**src/rtl/mouse_cell_tracker.sv**
```systemverilog
// PS/2 mouse front end: enables data reporting, parses 3-byte movement packets
// and tracks a clamped grid-cell cursor position plus button levels.
module mouse_cell_tracker #(
   parameter int SCREEN_WIDTH    = 320,
   parameter int SCREEN_HEIGHT   = 240,
   parameter int CELL_DIMENSION  = 5,
   parameter int COUNTS_PER_CELL = 4,
   localparam int GRID_W     = SCREEN_WIDTH / CELL_DIMENSION,
   localparam int GRID_H     = SCREEN_HEIGHT / CELL_DIMENSION,
   localparam int UPPER_BITS = $clog2((GRID_W > GRID_H) ? GRID_W : GRID_H)
) (
   input  logic                  iClk,
   input  logic                  iResetn,
   input  logic                  iStartTransmission,
   input  logic                  iEnableMouse,
   input  logic [7:0]            iReceivedData,
   input  logic                  iReceivedDataEn,
   input  logic                  iCommandWasSent,
   input  logic                  iErrorCommunication,
   output logic [7:0]            oCommand,
   output logic                  oSendCommand,
   output logic [UPPER_BITS-1:0] oX_cell,
   output logic [UPPER_BITS-1:0] oY_cell,
   output logic                  oBtnL,
   output logic                  oBtnR,
   output logic                  oPacketValid,
   output logic                  oMouseReady
);

   localparam int SH = $clog2(COUNTS_PER_CELL);
   localparam int CW = UPPER_BITS + SH;
   localparam int AW = ((CW > 9) ? CW : 9) + 2;

   localparam logic signed [AW-1:0] X_MAX  = AW'((GRID_W << SH) - 1);
   localparam logic signed [AW-1:0] Y_MAX  = AW'((GRID_H << SH) - 1);
   localparam logic [CW-1:0]        X_INIT = CW'((GRID_W / 2) << SH);
   localparam logic [CW-1:0]        Y_INIT = CW'((GRID_H / 2) << SH);
   localparam logic [7:0]           CMD_ENABLE = 8'hF4;
   localparam logic [7:0]           BYTE_ACK   = 8'hFA;

   typedef enum logic [2:0] {
      S_IDLE,
      S_SEND,
      S_WAIT_SENT,
      S_WAIT_ACK,
      S_BYTE0,
      S_BYTE1,
      S_BYTE2
   } state_t;

   state_t state, state_n;

   logic [CW-1:0] posx, posy;
   logic [1:0]    st_btn;
   logic          st_xs, st_ys, st_xo, st_yo;
   logic [7:0]    dx_lo;
   logic          apply, ack, latch_status, latch_dx;

   logic signed [AW-1:0] dx_s, dy_s, sum_x, sum_y;
   logic [CW-1:0]        newx, newy;

   function automatic logic [CW-1:0] clamp_count(input logic signed [AW-1:0] v,
                                                 input logic signed [AW-1:0] vmax);
      if (v[AW-1])
         clamp_count = '0;
      else if (v > vmax)
         clamp_count = vmax[CW-1:0];
      else
         clamp_count = v[CW-1:0];
   endfunction

   always_ff @(posedge iClk or negedge iResetn) begin
      if (!iResetn)
         state <= S_IDLE;
      else
         state <= state_n;
   end

   always_comb begin
      state_n      = state;
      apply        = 1'b0;
      ack          = 1'b0;
      latch_status = 1'b0;
      latch_dx     = 1'b0;
      if (iStartTransmission) begin
         state_n = S_SEND;
      end else begin
         case (state)
            S_IDLE:      state_n = S_IDLE;
            S_SEND:      state_n = S_WAIT_SENT;
            S_WAIT_SENT: begin
               if (iErrorCommunication)
                  state_n = S_SEND;
               else if (iCommandWasSent)
                  state_n = S_WAIT_ACK;
            end
            S_WAIT_ACK: begin
               if (iErrorCommunication) begin
                  state_n = S_SEND;
               end else if (iReceivedDataEn) begin
                  if (iReceivedData == BYTE_ACK) begin
                     ack     = 1'b1;
                     state_n = S_BYTE0;
                  end else begin
                     state_n = S_SEND;
                  end
               end
            end
            // bytes without the always-one bit 3 cannot start a packet
            S_BYTE0: begin
               if (iReceivedDataEn && iReceivedData[3]) begin
                  latch_status = 1'b1;
                  state_n      = S_BYTE1;
               end
            end
            S_BYTE1: begin
               if (iReceivedDataEn) begin
                  latch_dx = 1'b1;
                  state_n  = S_BYTE2;
               end
            end
            S_BYTE2: begin
               if (iReceivedDataEn) begin
                  apply   = 1'b1;
                  state_n = S_BYTE0;
               end
            end
            default: state_n = S_IDLE;
         endcase
      end
   end

   // signed sums are wide enough that the full dx/dy range never wraps
   always_comb begin
      dx_s  = st_xo ? '0 : {{(AW-8){st_xs}}, dx_lo};
      dy_s  = st_yo ? '0 : {{(AW-8){st_ys}}, iReceivedData};
      sum_x = $signed({{(AW-CW){1'b0}}, posx}) + dx_s;
      sum_y = $signed({{(AW-CW){1'b0}}, posy}) - dy_s;
      newx  = clamp_count(sum_x, X_MAX);
      newy  = clamp_count(sum_y, Y_MAX);
   end

   always_ff @(posedge iClk or negedge iResetn) begin
      if (!iResetn) begin
         oCommand     <= CMD_ENABLE;
         oSendCommand <= 1'b0;
         oMouseReady  <= 1'b0;
         oPacketValid <= 1'b0;
         oBtnL        <= 1'b0;
         oBtnR        <= 1'b0;
         posx         <= X_INIT;
         posy         <= Y_INIT;
         st_btn       <= 2'b00;
         st_xs        <= 1'b0;
         st_ys        <= 1'b0;
         st_xo        <= 1'b0;
         st_yo        <= 1'b0;
         dx_lo        <= 8'h00;
      end else begin
         oSendCommand <= (state_n == S_SEND);
         if (state_n == S_SEND)
            oCommand <= CMD_ENABLE;
         if (iStartTransmission)
            oMouseReady <= 1'b0;
         else if (ack)
            oMouseReady <= 1'b1;
         oPacketValid <= apply && iEnableMouse;
         if (latch_status) begin
            st_btn <= iReceivedData[1:0];
            st_xs  <= iReceivedData[4];
            st_ys  <= iReceivedData[5];
            st_xo  <= iReceivedData[6];
            st_yo  <= iReceivedData[7];
         end
         if (latch_dx)
            dx_lo <= iReceivedData;
         if (apply) begin
            if (iEnableMouse) begin
               posx  <= newx;
               posy  <= newy;
               oBtnL <= st_btn[0];
               oBtnR <= st_btn[1];
            end else begin
               oBtnL <= 1'b0;
               oBtnR <= 1'b0;
            end
         end
      end
   end

   assign oX_cell = posx[CW-1:SH];
   assign oY_cell = posy[CW-1:SH];

endmodule

```
**config.mk**
```make
export PLATFORM = sky130hd
export DESIGN_NAME = mouse_cell_tracker
export DESIGN_NICKNAME = d
export VERILOG_FILES = /design/src/rtl/mouse_cell_tracker.sv
export SDC_FILE = /design/constraint.sdc
export NUM_CORES = 1
export LEC_CHECK = 0
export BUFFER_PORTS_ARGS = -buffer_cell sky130_fd_sc_hd__clkbuf_2
export CAP_MARGIN = 20
export CORE_MARGIN = 2
export CORE_UTILIZATION = 57
export DETAILED_ROUTE_END_ITERATION = 10
export PLACE_DENSITY = 0.8
export SLEW_MARGIN = 20
export SYNTH_ARGS = -nofsm -noshare
export SYNTH_HDL_FRONTEND = slang
export SYNTH_SLANG_ARGS = --single-unit
```
**constraint.sdc**
```tcl
create_clock -name iClk -period 3.1 [get_ports iClk]
set_input_delay 0.465 -clock iClk [delete_from_list [all_inputs] [get_ports iClk]]
set_output_delay 0.465 -clock iClk [all_outputs]
set_load 0.03 [all_outputs]
```
Word-level counts from Yosys, hierarchy flattened
Index checks and enable logic that the tools add are counted.
W data, S select, Z words.

storage, ports and cells
  bits in registers = 38
  bits of input ports = 15
  word-level logic and storage cells = 63
  output and inout bits = 25

operators by class
  $lt $le $gt $ge = 2
  add/sub/neg operators = 2
  equal/unequal tests = 8
  reduce and logical (&&, ||, !) cells = 4
  mux-type cells = 33

operator list
  operator               number
  $mux W8                4
  $mux W3                9
  $gt A11 B9 Y1 const B  2
  $mux W11               2
  $pmux W3 S6            1
  $mux W1                17
  $add A9 B11 Y11        1
  $sub A9 B11 Y11        1
  $eq A3 B3 Y1 const B   3
  $eq A8 B8 Y1 const B   1
  $eq A3 B1 Y1 const B   2
  $eq A3 B2 Y1 const B   2
  $logic_and A1 B1 Y1    2
  $reduce_and A2 Y1      1
  $reduce_bool A2 Y1     1

Depth between registers and ports, before layout
  depth after elaboration = 8
  mapped depth = 10
  depth with buffers taken out = 10

Least setup slack after synthesis
OpenSTA, ideal clock, no wires.

  path type = input to register
  start point = in iReceivedData[0]
  end point = reg posy[2]
  cell stages on the path = 9
  arrival time = 2395 ps
  path slack = 640 ps
  data required time = 3035 ps
  buffers on the path = 0
  library setup time = 65 ps
  cell sequence = nor2b_1 > ha_1 > fa_1 > nand3b_1 > a21oi_1 > o211ai_1 > or3_1 > a31oi_4 > a221o_2

between the ends
  word-level cells in the longest chain between the ends = 5

ends and longest elaborated chain
  element                 RTL line  source
  start: declaration      16        input logic [7:0] iReceivedData,
  $mux W11 *              136       dy_s = st_yo ? '0 : {{(AW-8){st_ys}}, iReceivedData};
  $sub A9 B11 Y11 *       138       sum_y = $signed({{(AW-CW){1'b0}}, posy}) - dy_s;
  $gt A11 B9 Y1           66        else if (v > vmax)
  $mux W8                 66
  $mux W8 *               64        if (v[AW-1])
  end signal: assignment  180       posy <= newy;
  end: declaration        53        logic [CW-1:0] posx, posy;

Every way passes the cells marked *; elsewhere a longest branch is shown, timed or not.
A chain may end at the register's enable or synchronous reset.

Worst setup path after layout
  start point = reg st_yo
  end point = reg posy[3]

between the ends
  word-level cells in the longest chain between the ends = 5

ends and longest elaborated chain
  element                   RTL line  source
  start: declaration        55        logic st_xs, st_ys, st_xo, st_yo;
  start signal: assignment  173       st_yo <= iReceivedData[7];
  $mux W11 *                136
  $sub A9 B11 Y11 *         138
  $gt A11 B9 Y1             66
  $mux W8                   66
  $mux W8 *                 64

Marked as above.

==> summary.md <==
| Metric | Value |
|---|---|
| Max VDD drop | 365 uV |
| Reg2reg path depth | 9 |
| Setup TNS | 0 ns |
| Area grow syn2layout | 7.14% |
| Hpwl dp | around 4000 um |
| Syn. warnings | 0 |
| Antenna violations before repair | 0 |
| Status | finished, final reports clean |
| P_leak | 1.51 nW |
| Hold Crit Class | in2async |
| Seq/Total Area, Yosys | approximately 36% |
| Post-synthesis register bit count | 38 |
| CP Class | reg2reg |
| Post-synth EDFFs | 0 |
| Clock skew | about 0.0062 ns |
| Final hold violations | 0 |
| Avg Cell Area, Syn | 10.2 um^2 |
| Pwr/cell area | ~360 nW/um^2 |
| Ports | 40 |
| Row count | 24 |
| Worst-Margin Slew | about 0.85 ns |
| Dpl cells | around 330 |
| Crit Path Max Fanout | 10 |
| Clock transition at path regs | roughly 0.080 ns |
| Port bufs | 31 |
| Setup violations, final | 0 |
| NumNets Final | between 300 and 400 |
| Post-route DRC violation count | 0 |
| Remaining antenna violation count | 0 |
| Clk buf depth | 2 |
| Die Y | about 72 um |
| Cells after Synth | 260 |
| Vias in the first global route | 1925 |
| ANT cells | 0 |
| H-Tree Depth | 2 |
| Initial DRC Count | roughly 100 |
| Wirelength per Cell | 16.4 um |
| Placer congestion estimate | 0.876 |
| Critical Path Start Type | flip-flop |
| Fillers | 357 |
| Slew headroom | 43.3% |
| CTS tree | yes |
| Initial core utilization | 60.3% |
| Final period util | between 80 and 90% |
| CP arrival | between 2 and 3 ns |
| Drt first pass iters | 4 |
| CP Capture Type | flip-flop |
| Number of max-cap violations | 0 |
| Share of flip-flops with an asynchronous set or reset | 100% |
| Overflow after GRT | 0 |
| Most frequent cells in the layout | dfrtp_1, clkbuf_2, ha_1 |
| Post-CTS setup buffer count | 0 |
| Routed vias/inst | 5.98 |
| Commonest register cell after synthesis | dfrtp_1 |
| Critical path required time | about 3.3 ns |
| Core area | about 4400 um^2 |
| Post_cts resized | 0 |
| Worst-Skew Late Latency | 0.30 ns |
| Synth Cell Area | 2660 um^2 |
| Final Core Density | 64.7% |
| Peak Freq | between 300 and 400 MHz |
| First-pass GRT wire length | 9250 um |
| Die W | just over 70 um |
| Layout cells sized above 1 | between 20 and 30% |
| Unique masters post-synth | between 50 and 60 |
| Slew Limit Fails | 0 |
| Vias post-DR | ~2000 |
| Die area | about 5200 um^2 |
| GRT Total Usage | between 20% and 30% |
| Clock Sink Count | 38 |
| CTS root buf | clkbuf_8 |
| Minimum clock period | approximately 2.7 ns |
| Routed Wire Length | between 5000 and 6000 um |
| Largest net degree at the start of global routing | 39 |
| Fin cells | 333 |
| RSZ-0062 raised after global routing | false |
| Hold-fix buffers, CTS | 0 |
| Cts bufs inserted | 5 |
| Commonest non-fill, non-tap cell in the layout | dfrtp_1 |
==> sequential cells by signal, indices dropped and copies added, names as in the netlist, 2 cells and up <==
register	count
st_btn	2
posx	8
dx_lo	8
state	3
posy	8
==> worst paths after layout <==
kind                                    startpoint      endpoint  slack (ns)
worst max-delay path                         st_yo       posy[3]        0.41
min in group iClk               iStartTransmission   oMouseReady        0.38
worst max register to register               st_yo       posy[3]        0.41
worst min register to register             posy[0]       posy[0]        0.50
worst min-delay path                       iResetn  oPacketValid        0.27
max in group asynchronous                  iResetn       posx[3]        2.30
==> metal layers <==
| metal | GRT usage, % | vias to the layer above | routed length, um |
|---|---|---|---|
| met4 | 9.22 | 0 | 117 |
| met1 | 31.6 | 946 | 2570 |
| li1 | - | 956 | - |
| met2 | 35.0 | 79 | 2490 |
| met5 | 0 | - | 0 |
| met3 | 4.31 | 12 | 281 |
==> power by group <==
| group | switching [mW] | internal, mW |
|---|---|---|
| combinational | 0.0610 | 0.0290 |
| sequential | 0.00850 | 0.500 |
| clock | 0.195 | 0.239 |
| total | 0.264 | 0.768 |
==> through the flow <==
| step | cell area, um^2 | setup WS (ns) | hold slack, ns | power, mW |
|---|---|---|---|---|
| 2_1_floorplan | 2690 | 0.640 | 0.169 | 0.578 |
| 3_3_place_gp | 2740 | 0.361 | 0.478 | 0.606 |
| 3_5_place_dp | 2740 | 0.303 | 0.489 | 0.607 |
| 4_1_cts | 2850 | 0.440 | 0.348 | 1.04 |
| 5_1_grt | 2850 | 0.195 | 0.358 | 1.07 |
| 6_report | 2850 | 0.407 | 0.272 | 1.03 |
==> area by class of cell <==
cell class,count,area (um^2),share of cell area [%]
Multi-Input combinational cell,193,1520,53.4
Sequential cell,38,955,33.5
Timing Repair Buffer,31,155,5.44
Clock buffer,5,68.8,2.41
Tap cell,52,65.1,2.28
Clock inverter,3,45.0,1.58
Inverter,11,41.3,1.45
==> critical path, stage by stage, from the launching register on <==
cell      delay (ns)
dfrtp_1         0.47
nor2b_1         0.08
ha_1            0.21
fa_1            0.41
nand3b_1        0.25
a21oi_1         0.26
o21ai_0         0.17
a211o_4         0.39
a31oi_4         0.24
a221o_2         0.16
==> Yosys cell counts, drive strengths merged (3+ instances only) <==
library cell	count	area, um^2
dfrtp	35	876
buf	21	155
ha	17	213
nand2b	15	93.8
a21oi	14	70.1
mux2	14	158
o21ai	14	70.1
a21o	13	97.6
inv	11	41.3
nor2	11	41.3
nor2b	11	68.8
nand2	9	41.3
xor2	6	52.6
nor3	5	25.0
a211oi	4	35.0
a221o	4	43.8
a2111oi	3	32.5
a211o	3	35.0
clkbuf	3	11.3
dfstp	3	78.8
nand3	3	15.0
nand3b	3	35.0
or3	3	18.8
xnor2	3	26.3
==> kinds of logic (layout without fill, tap and decap cells) <==
group           Yosys count  in the layout  share of synthesized area, %
compound gates           77             77                          22.6
mux                      14             14                          5.92
fa+ha+maj                19             19                          9.49
buf+inv                  35             50                          7.80
other cells               2              8                         0.282
xor+xnor                  9              9                          2.96
flops                    38             38                          35.8
simple gates             66             66                          15.1
Power figures use the tool's default switching activity.
